==> config.mk <==
export PLATFORM = sky130hd
export DESIGN_NAME = ffd_pipe_elastic_flat
export DESIGN_NICKNAME = d
export VERILOG_FILES = /design/src/rtl/ffd_pkg.sv /design/src/rtl/ffd_pipe_elastic_if.sv /design/src/rtl/ffd_stage.sv /design/src/rtl/ffd_pipe_elastic.sv /design/src/flat_wrapper.sv
export SDC_FILE = /design/constraint.sdc
export NUM_CORES = 1
export LEC_CHECK = 0
export BUFFER_PORTS_ARGS = -buffer_cell sky130_fd_sc_hd__clkbuf_2
export CAP_MARGIN = 20
export CELL_PAD_IN_SITES_DETAIL_PLACEMENT = 1
export CELL_PAD_IN_SITES_GLOBAL_PLACEMENT = 2
export CORE_UTILIZATION = 38
export CTS_CLUSTER_SIZE = 20
export DETAILED_ROUTE_END_ITERATION = 7
export HOLD_SLACK_MARGIN = 0.06
export PLACE_DENSITY = 0.82
export REMOVE_ABC_BUFFERS = 1
export SKIP_CTS_REPAIR_TIMING = 1
export SYNTH_ARGS = -nofsm -noshare
export SYNTH_HDL_FRONTEND = slang
export SYNTH_SLANG_ARGS = --single-unit
export TNS_END_PERCENT = 50
==> constraint.sdc <==
create_clock -name clk -period 2.4 [get_ports clk]
set_input_delay 0.24 -clock clk [delete_from_list [all_inputs] [get_ports clk]]
set_output_delay 0.24 -clock clk [all_outputs]
set_load 0.05 [all_outputs]
==> src/rtl/ffd_pkg.sv <==
// Shared constants and helpers for the elastic register pipeline.
package ffd_pkg;

  localparam int DEF_WIDTH = 8;
  localparam int DEF_DEPTH = 3;

  function automatic int clog2(input int n);
    int r;
    r = 0;
    while ((1 << r) < n) r++;
    return r;
  endfunction

  localparam int DEF_OCC_W = clog2(DEF_DEPTH + 1);

endpackage

==> src/rtl/ffd_pipe_elastic_if.sv <==
// Producer/consumer handshake bundle for ffd_pipe_elastic.
interface ffd_pipe_elastic_if
  import ffd_pkg::*;
#(
  parameter int WIDTH = DEF_WIDTH
);
  logic             in_valid;
  logic             in_ready;
  logic [WIDTH-1:0] datos;
  logic             out_valid;
  logic             out_ready;
  logic [WIDTH-1:0] Q_out;

  modport master (output in_valid, datos, out_ready,
                  input  in_ready, out_valid, Q_out);
  modport slave  (input  in_valid, datos, out_ready,
                  output in_ready, out_valid, Q_out);
endinterface

==> src/rtl/ffd_stage.sv <==
// One elastic slice: valid bit plus data register; data only captures valid words.
module ffd_stage #(
  parameter int               WIDTH     = 8,
  parameter logic [WIDTH-1:0] RESET_VAL = '0
) (
  input  logic             clk,
  input  logic             reset,
  input  logic             clear,
  input  logic             load,
  input  logic             vin,
  input  logic [WIDTH-1:0] din,
  output logic             vout,
  output logic [WIDTH-1:0] dout
);

  always_ff @(posedge clk or negedge reset) begin
    if (!reset) begin
      vout <= 1'b0;
      dout <= RESET_VAL;
    end else if (clear) begin
      vout <= 1'b0;
      dout <= RESET_VAL;
    end else if (load) begin
      vout <= vin;
      // a bubble passing through leaves the last word visible
      if (vin) dout <= din;
    end
  end

endmodule

==> src/rtl/ffd_pipe_elastic.sv <==
// DEPTH-stage valid/ready register pipeline with freeze, flush and bubble collapse.
// Optional FFD_PIPE_OCC_EN adds the occupancy (valid-stage count) port.
module ffd_pipe_elastic
  import ffd_pkg::*;
#(
  parameter int                WIDTH     = DEF_WIDTH,
  parameter int                DEPTH     = DEF_DEPTH,
  parameter logic [WIDTH-1:0]  RESET_VAL = '0,
  localparam int               OCC_W     = clog2(DEPTH + 1)
) (
  input  logic                  clk,
  input  logic                  reset,
  input  logic                  enable,
  input  logic                  clear,
  ffd_pipe_elastic_if.slave     bus
`ifdef FFD_PIPE_OCC_EN
  ,
  output logic [OCC_W-1:0]      occupancy
`endif
);

  logic [DEPTH-1:0]            v;
  logic [DEPTH-1:0][WIDTH-1:0] d;
  logic [DEPTH-1:0]            adv;
  logic                        in_ready;
  logic                        accept;

  // Stage i may advance if downstream moves or stage i is a bubble.
  always_comb begin
    logic a;
    a = bus.out_ready;
    for (int i = DEPTH - 1; i >= 0; i--) begin
      a      = a | ~v[i];
      adv[i] = a;
    end
  end

  assign in_ready      = reset & enable & ~clear & adv[0];
  assign accept        = bus.in_valid & in_ready;
  assign bus.in_ready  = in_ready;
  assign bus.out_valid = enable & v[DEPTH-1];
  assign bus.Q_out     = d[DEPTH-1];

  for (genvar i = 0; i < DEPTH; i++) begin : g_stage
    logic             vin;
    logic [WIDTH-1:0] din;

    if (i == 0) begin : g_head
      assign vin = accept;
      assign din = bus.datos;
    end else begin : g_body
      assign vin = v[i-1];
      assign din = d[i-1];
    end

    ffd_stage #(
      .WIDTH     (WIDTH),
      .RESET_VAL (RESET_VAL)
    ) u_stage (
      .clk   (clk),
      .reset (reset),
      .clear (clear),
      .load  (enable & adv[i]),
      .vin   (vin),
      .din   (din),
      .vout  (v[i]),
      .dout  (d[i])
    );
  end

`ifdef FFD_PIPE_OCC_EN
  always_comb begin
    occupancy = '0;
    for (int i = 0; i < DEPTH; i++) occupancy = occupancy + OCC_W'(v[i]);
  end
`endif

endmodule

==> src/flat_wrapper.sv <==
// flat-port wrapper written by rule: the top's interface ports become plain ports
module ffd_pipe_elastic_flat import ffd_pkg::*;
#(
  parameter int                WIDTH     = DEF_WIDTH,
  parameter int                DEPTH     = DEF_DEPTH,
  parameter logic [WIDTH-1:0]  RESET_VAL = '0,
  localparam int               OCC_W     = clog2(DEPTH + 1)
)
  (clk, reset, enable, clear, bus_in_valid, bus_datos, bus_out_ready, bus_in_ready, bus_out_valid, bus_Q_out);
  ffd_pipe_elastic_if #(.WIDTH(WIDTH)) bus_i ();
  input  logic clk;
  input  logic reset;
  input  logic enable;
  input  logic clear;
  input wire logic [$bits(bus_i.in_valid)-1:0] bus_in_valid;
  input wire logic [$bits(bus_i.datos)-1:0] bus_datos;
  input wire logic [$bits(bus_i.out_ready)-1:0] bus_out_ready;
  output wire logic [$bits(bus_i.in_ready)-1:0] bus_in_ready;
  output wire logic [$bits(bus_i.out_valid)-1:0] bus_out_valid;
  output wire logic [$bits(bus_i.Q_out)-1:0] bus_Q_out;
  assign bus_i.in_valid = bus_in_valid;
  assign bus_i.datos = bus_datos;
  assign bus_i.out_ready = bus_out_ready;
  assign bus_in_ready = bus_i.in_ready;
  assign bus_out_valid = bus_i.out_valid;
  assign bus_Q_out = bus_i.Q_out;
  ffd_pipe_elastic #(.WIDTH(WIDTH), .DEPTH(DEPTH), .RESET_VAL(RESET_VAL)) u_core (.clk(clk), .reset(reset), .enable(enable), .clear(clear), .bus(bus_i));
endmodule
==> results of run 1 <==
## critical path: stages, from the launching register on
cell and delay (ns):
dfrtp_1 0.46, nand4b_1 0.22, and3_1 0.23, clkbuf_2 0.23
## Yosys cell counts (all sizes together)
master   n
dfrtp   27
a22o    16
nor2b    9
mux2     8
and3     3
buf      3
a21oi    2
a31oi    2
nand2    2
nand2b   2
a21bo    1
a22oi    1
a31o     1
and2     1
clkbuf   1
nand3b   1
nand4    1
nand4b   1
nor2     1
## layout make-up
type                    instances  area share (%)
clock inverters                 1           0.572
flip-flops and latches         27            51.5
well taps                      31            2.96
multi-input cells              52            33.2
repair buffers                 25            10.1
clock buffers                   3            1.72
## how the worst max path moves through the flow
stage | end | depth (start not counted)
finish | bus_in_ready | 3
floorplan | bus_in_ready | 2
global route | bus_in_ready | 3
global placement | bus_in_ready | 4
CTS | bus_in_ready | 3
detailed placement | bus_in_ready | 4
## metrics by stage
step                      power [W]  cell area [µm²]
after floorplan            0.000496             1110
after global placement     0.000527             1270
after detailed placement   0.000530             1270
after CTS                  0.000730             1300
after global routing       0.000760             1310
final                      0.000723             1310
## report_power, final
group / internal [W] / total [W] / leakage [nW] / switching (W)
Sequential: 0.000461 / 0.000465 / 0.375 / 0.00000407
Combinational: 0.0000228 / 0.0000554 / 0.274 / 0.0000326
Clock: 0.0000639 / 0.000202 / 0.0139 / 0.000138
## cell usage in the layout, fill, tap and decap left out
master,n
dfrtp_1,27
clkbuf_2,23
a22o_1,16
nor2b_1,8
mux2_2,8
and3_1,3
clkbuf_4,3
nand2b_1,2
a21oi_1,2
nand2_1,2
nand4b_1,1
nor2b_4,1
and2_1,1
nand3b_1,1
a31oi_2,1
nand4_4,1
a31oi_1,1
a31o_2,1
a21bo_2,1
a22oi_1,1
nor2_1,1
clkinvlp_4,1
dlygate4sd3_1,1
buf_4,1
## state kept, by name (all words and copies together) (netlist names)
| name | flops |
|---|---|
| u_core.g_stage.u_stage.dout | 24 |
| u_core.g_stage.u_stage.vout | 3 |
## logic make-up after synthesis
group | synth area share (%)
AND/OR/NAND/NOR | 13.3
AO/OA/AOI/OAI | 17.2
multiplexers | 7.96
flip-flops | 59.7
buffers and inverters | 1.88
## metal layers
layer | GRT usage, % | wire length (µm) | up-vias
li1 | - | - | 355
met2 | 21.3 | 887 | 15
met1 | 22.8 | 1050 | 347
met3 | 4.84 | 87 | 4
met5 | 0 | 0 | -
met4 | 3.14 | 21 | 0
==> flow_summary.json, run 1 <==
{
  "hp-class": "primary input to flip-flop",
  "postRouteAntennaNets": 0,
  "cp.arrival_ns": 1.47,
  "fin_nets": 123,
  "syn_area_um2": 1130,
  "dr.pass1.iters": 3,
  "post_drt_via_cell_ratio": 5.19,
  "drc": 0,
  "status": "complete, no violations",
  "grt_first_pass_wirelength_um": 3710,
  "ys_seq_elements": 27,
  "drv_slew": 0,
  "die_width_um": 56.6,
  "drive_gt1_share_pct": 38.0,
  "ys_seq_area_share_pct": 59.7,
  "gp_congestion": 0.647,
  "dpl_worst_slack_ns": 0.989,
  "cp-startpoint": "u_core.g_stage[1].u_stage.vout",
  "layout.cells.non_filler": 139,
  "r2r-start": "u_core.g_stage[1].u_stage.vout",
  "hold_slack_ns": 0.131,
  "routed_wl_um": 2050,
  "reg2reg_slack_ns": 1.03,
  "vias": 721,
  "avgRoutedWirePerCell_um": 14.7,
  "yosys.area.top_type_share_pct": 59.7,
  "fmax_mhz": 583,
  "placedCellCount": 134,
  "grt_pass1_vias": 745,
  "yosys_warnings": 0,
  "peakVddDrop_uv": 502,
  "die-area_um2": 3200,
  "die_h_um": 56.6,
  "hold_viol": 0,
  "setup_violations": 0,
  "root_buffer": "clkbuf_4",
  "fin_util_pct": 47.2,
  "core_um2": 2780,
  "seq_area_um2": 676,
  "layout_setup_ws_ns": 0.686,
  "post-route-period-util_pct": 71.4,
  "cts_buffer_depth": 2,
  "min_to": "u_core.g_stage[0].u_stage.dout[2]",
  "p_leak_nw": 0.663,
  "htree_levels": 1,
  "hold_depth": 2,
  "nFillCells": 303,
  "end_kind": "output port",
  "drt_iter0_markers": 4,
  "cap_violations": 0,
  "antenna_found_initial": 0,
  "clkTransAtPathRegs_ns": 0.15,
  "yosys-top-cells-area": "dfrtp_1 60%, a22o_1 12%, mux2_2 8.0%",
  "num_io_pins": 24,
  "slew_headroom_pct": 58.4,
  "synth_cell_type_count": 22,
  "p_per_area_nw_per_um2": 551,
  "rsz0062_at_grt": "no",
  "critPathKind": "flip-flop to output port",
  "syn_avg_cell_area_um2": 13.6,
  "antennaDiodeCount": 0,
  "io_buffer_count": 23,
  "r2r_cells": 3,
  "numCtsBuffers": 3,
  "cts_tree": "done",
  "clk_latency_ns": 0.33,
  "rr_endpoint": "u_core.g_stage[0].u_stage.dout[6]",
  "syn_to_final_growth_pct": 15.9,
  "start_kind": "flip-flop",
  "grt_max_degree": 29,
  "overflow": 0,
  "tightest_slew_ns": 0.621,
  "min_from": "bus_datos[2]",
  "setup_tns_ns": 0,
  "cp_max_fo": 6,
  "start_util_pct": 40.7,
  "cts_sinks": 27,
  "fin_crit_ns": 1.71,
  "syn_inst": 83,
  "fp-row-count": 19,
  "crit_required_ns": 2.16,
  "dp_hpwl_um": 1560,
  "grt.total_usage_pct": 15.1,
  "multi_input_area_um2": 435,
  "fin_skew_ns": 0.00938,
  "yosysTopAreaCell": "dfrtp_1"
}
Power figures use the tool's default switching activity.
==> inputs of run 2 (changes only) <==
--- a/config.mk
+++ b/config.mk
@@ -9,11 +9,11 @@
 export CAP_MARGIN = 20
 export CELL_PAD_IN_SITES_DETAIL_PLACEMENT = 1
 export CELL_PAD_IN_SITES_GLOBAL_PLACEMENT = 2
-export CORE_UTILIZATION = 38
+export CORE_UTILIZATION = 35
 export CTS_CLUSTER_SIZE = 20
 export DETAILED_ROUTE_END_ITERATION = 7
 export HOLD_SLACK_MARGIN = 0.06
-export PLACE_DENSITY = 0.82
+export PLACE_DENSITY = 0.76
 export REMOVE_ABC_BUFFERS = 1
 export SKIP_CTS_REPAIR_TIMING = 1
 export SYNTH_ARGS = -nofsm -noshare
==> constraint.sdc (replaced) <==
create_clock -name clk -period 1.75 [get_ports clk]
set_input_delay 0.175 -clock clk [delete_from_list [all_inputs] [get_ports clk]]
set_output_delay 0.175 -clock clk [all_outputs]
set_load 0.05 [all_outputs]
==> flow_summary.json, run 2 (synthesis results as in run 1) <==
{
  "die-area_um2": 3470,
  "dp_hpwl_um": 1690,
  "vias": 765,
  "cp_max_fo": 10,
  "io_buffer_count": 23,
  "drc": 0,
  "setup_violations": 0,
  "dr.pass1.iters": 3,
  "cp_slowest_stage_delay_ns": 0.53,
  "critPathKind": "primary input to output port",
  "clk_latency_ns": 0.31,
  "cts_sinks": 27,
  "start_kind": "primary input",
  "antennaDiodeCount": 0,
  "layout.cells.non_filler": 153,
  "fmax_mhz": 611,
  "grt_pass1_vias": 768,
  "post_drt_via_cell_ratio": 5.00,
  "cts_tree": "done",
  "slew_headroom_pct": 73.7,
  "rsz0062_at_grt": "no",
  "hp-class": "primary input to flip-flop",
  "cp_common_cell": "clkbuf_2",
  "end_kind": "output port",
  "cts_buffer_depth": 2,
  "post-route-period-util_pct": 93.5,
  "fp-row-count": 20,
  "cap_violations": 0,
  "num_io_pins": 24,
  "final_common_cell": "dfrtp_1",
  "largest_reg_flops": 24,
  "drv_slew": 0,
  "start_util_pct": 37.1,
  "syn_to_final_growth_pct": 18.0,
  "hold_viol": 0,
  "drt_iter0_markers": 18,
  "fin_crit_ns": 1.64,
  "grt_max_degree": 22,
  "postRouteAntennaNets": 0,
  "numCtsBuffers": 3,
  "die_h_um": 58.9,
  "fin_nets": 124,
  "gp_congestion": 0.737,
  "core_um2": 3050,
  "crit_required_ns": 1.57,
  "grt_first_pass_wirelength_um": 3780,
  "cp_cell_sequence": "dlygate4sd3_1 -> clkbuf_2 -> and3_1 -> clkbuf_2",
  "routed_wl_um": 2180,
  "overflow": 0,
  "clkTransAtPathRegs_ns": 0.14,
  "htree_levels": 1,
  "status": "complete, no violations",
  "die_width_um": 58.9,
  "reg_top3": "u_core.g_stage.u_stage.dout x24, u_core.g_stage.u_stage.vout x3",
  "regMostFlops": "u_core.g_stage.u_stage.dout",
  "p_per_area_nw_per_um2": 737,
  "p_leak_nw": 0.668,
  "fin_skew_ns": 0.00261,
  "cp.arrival_ns": 1.46,
  "root_buffer": "clkbuf_4",
  "avgRoutedWirePerCell_um": 14.2,
  "antenna_found_initial": 0,
  "peakVddDrop_uv": 281,
  "tightest_slew_ns": 0.394,
  "cp_slowest_cell": "dlygate4sd3_1",
  "setup_tns_ns": 0,
  "placedCellCount": 148,
  "grt.total_usage_pct": 14.4,
  "final_cell_mix": "27 x dfrtp_1, 23 x clkbuf_2, 16 x a22o_1, 8 x nor2b_1, 8 x mux2_2",
  "drive_gt1_share_pct": 38.5
}
## run 2: cell types whose count changed in the layout (fill, tap and decap cells not counted), sizes merged
cell  previous run  this run
buf              1         2
## run 2: worst max-delay path: cells and delay by family
| family | cells | cell delay [ns] |
|---|---|---|
| buf+inv | 3 | 1.08 |
| simple gates | 1 | 0.21 |
## run 2: final cells by class
class	count	area (µm²)
sequential	27	676
multi-input combinational	52	435
clock inverter	1	7.51
tap	44	55.1
clock buffer	3	22.5
fill	340	1720
timing repair buffer	26	140
## run 2: path summary, 6_finish.rpt
path / start / endpoint / slack, ns / cells after the start
worst max-delay path: reset / bus_in_ready / 0.11 / 4
worst min register to register: u_core.g_stage[0].u_stage.dout[3] / u_core.g_stage[1].u_stage.dout[3] / 0.51 / 1
min in group asynchronous: reset / u_core.g_stage[0].u_stage.dout[6] / 0.25 / 2
worst max register to register: u_core.g_stage[2].u_stage.vout / u_core.g_stage[0].u_stage.dout[3] / 0.44 / 3
worst min-delay path: bus_datos[4] / u_core.g_stage[0].u_stage.dout[4] / 0.08 / 2
max in group asynchronous: reset / u_core.g_stage[2].u_stage.dout[4] / 0.96 / 3
## run 2: where the power goes
part / switching (W) / internal, W
combinational: 0.0000466 / 0.0000328
sequential: 0.00000624 / 0.000633
clock: 0.000180 / 0.0000870
## run 2: layer usage
layer	track usage (%)	wire length, µm	share of wire, %
met4	4.08	17	0.78
met1	20.1	1090	50
met3	2.86	67	3.1
met5	0	0	0
met2	22.7	1010	46
## run 2: stage by stage
step                      worst slack, ns  util, %  total power (W)  area, µm²  hold slack, ns
final                               0.113     43.8         0.000985       1340          0.0781
after floorplan                     0.537        -         0.000681       1110          -0.121
after CTS                           0.133     43.4          0.00100       1330          -0.309
after detailed placement            0.449     42.5         0.000730       1300          0.0606
after global routing               0.0419     43.8          0.00104       1340          0.0632
after global placement              0.461     42.5         0.000728       1300          0.0595
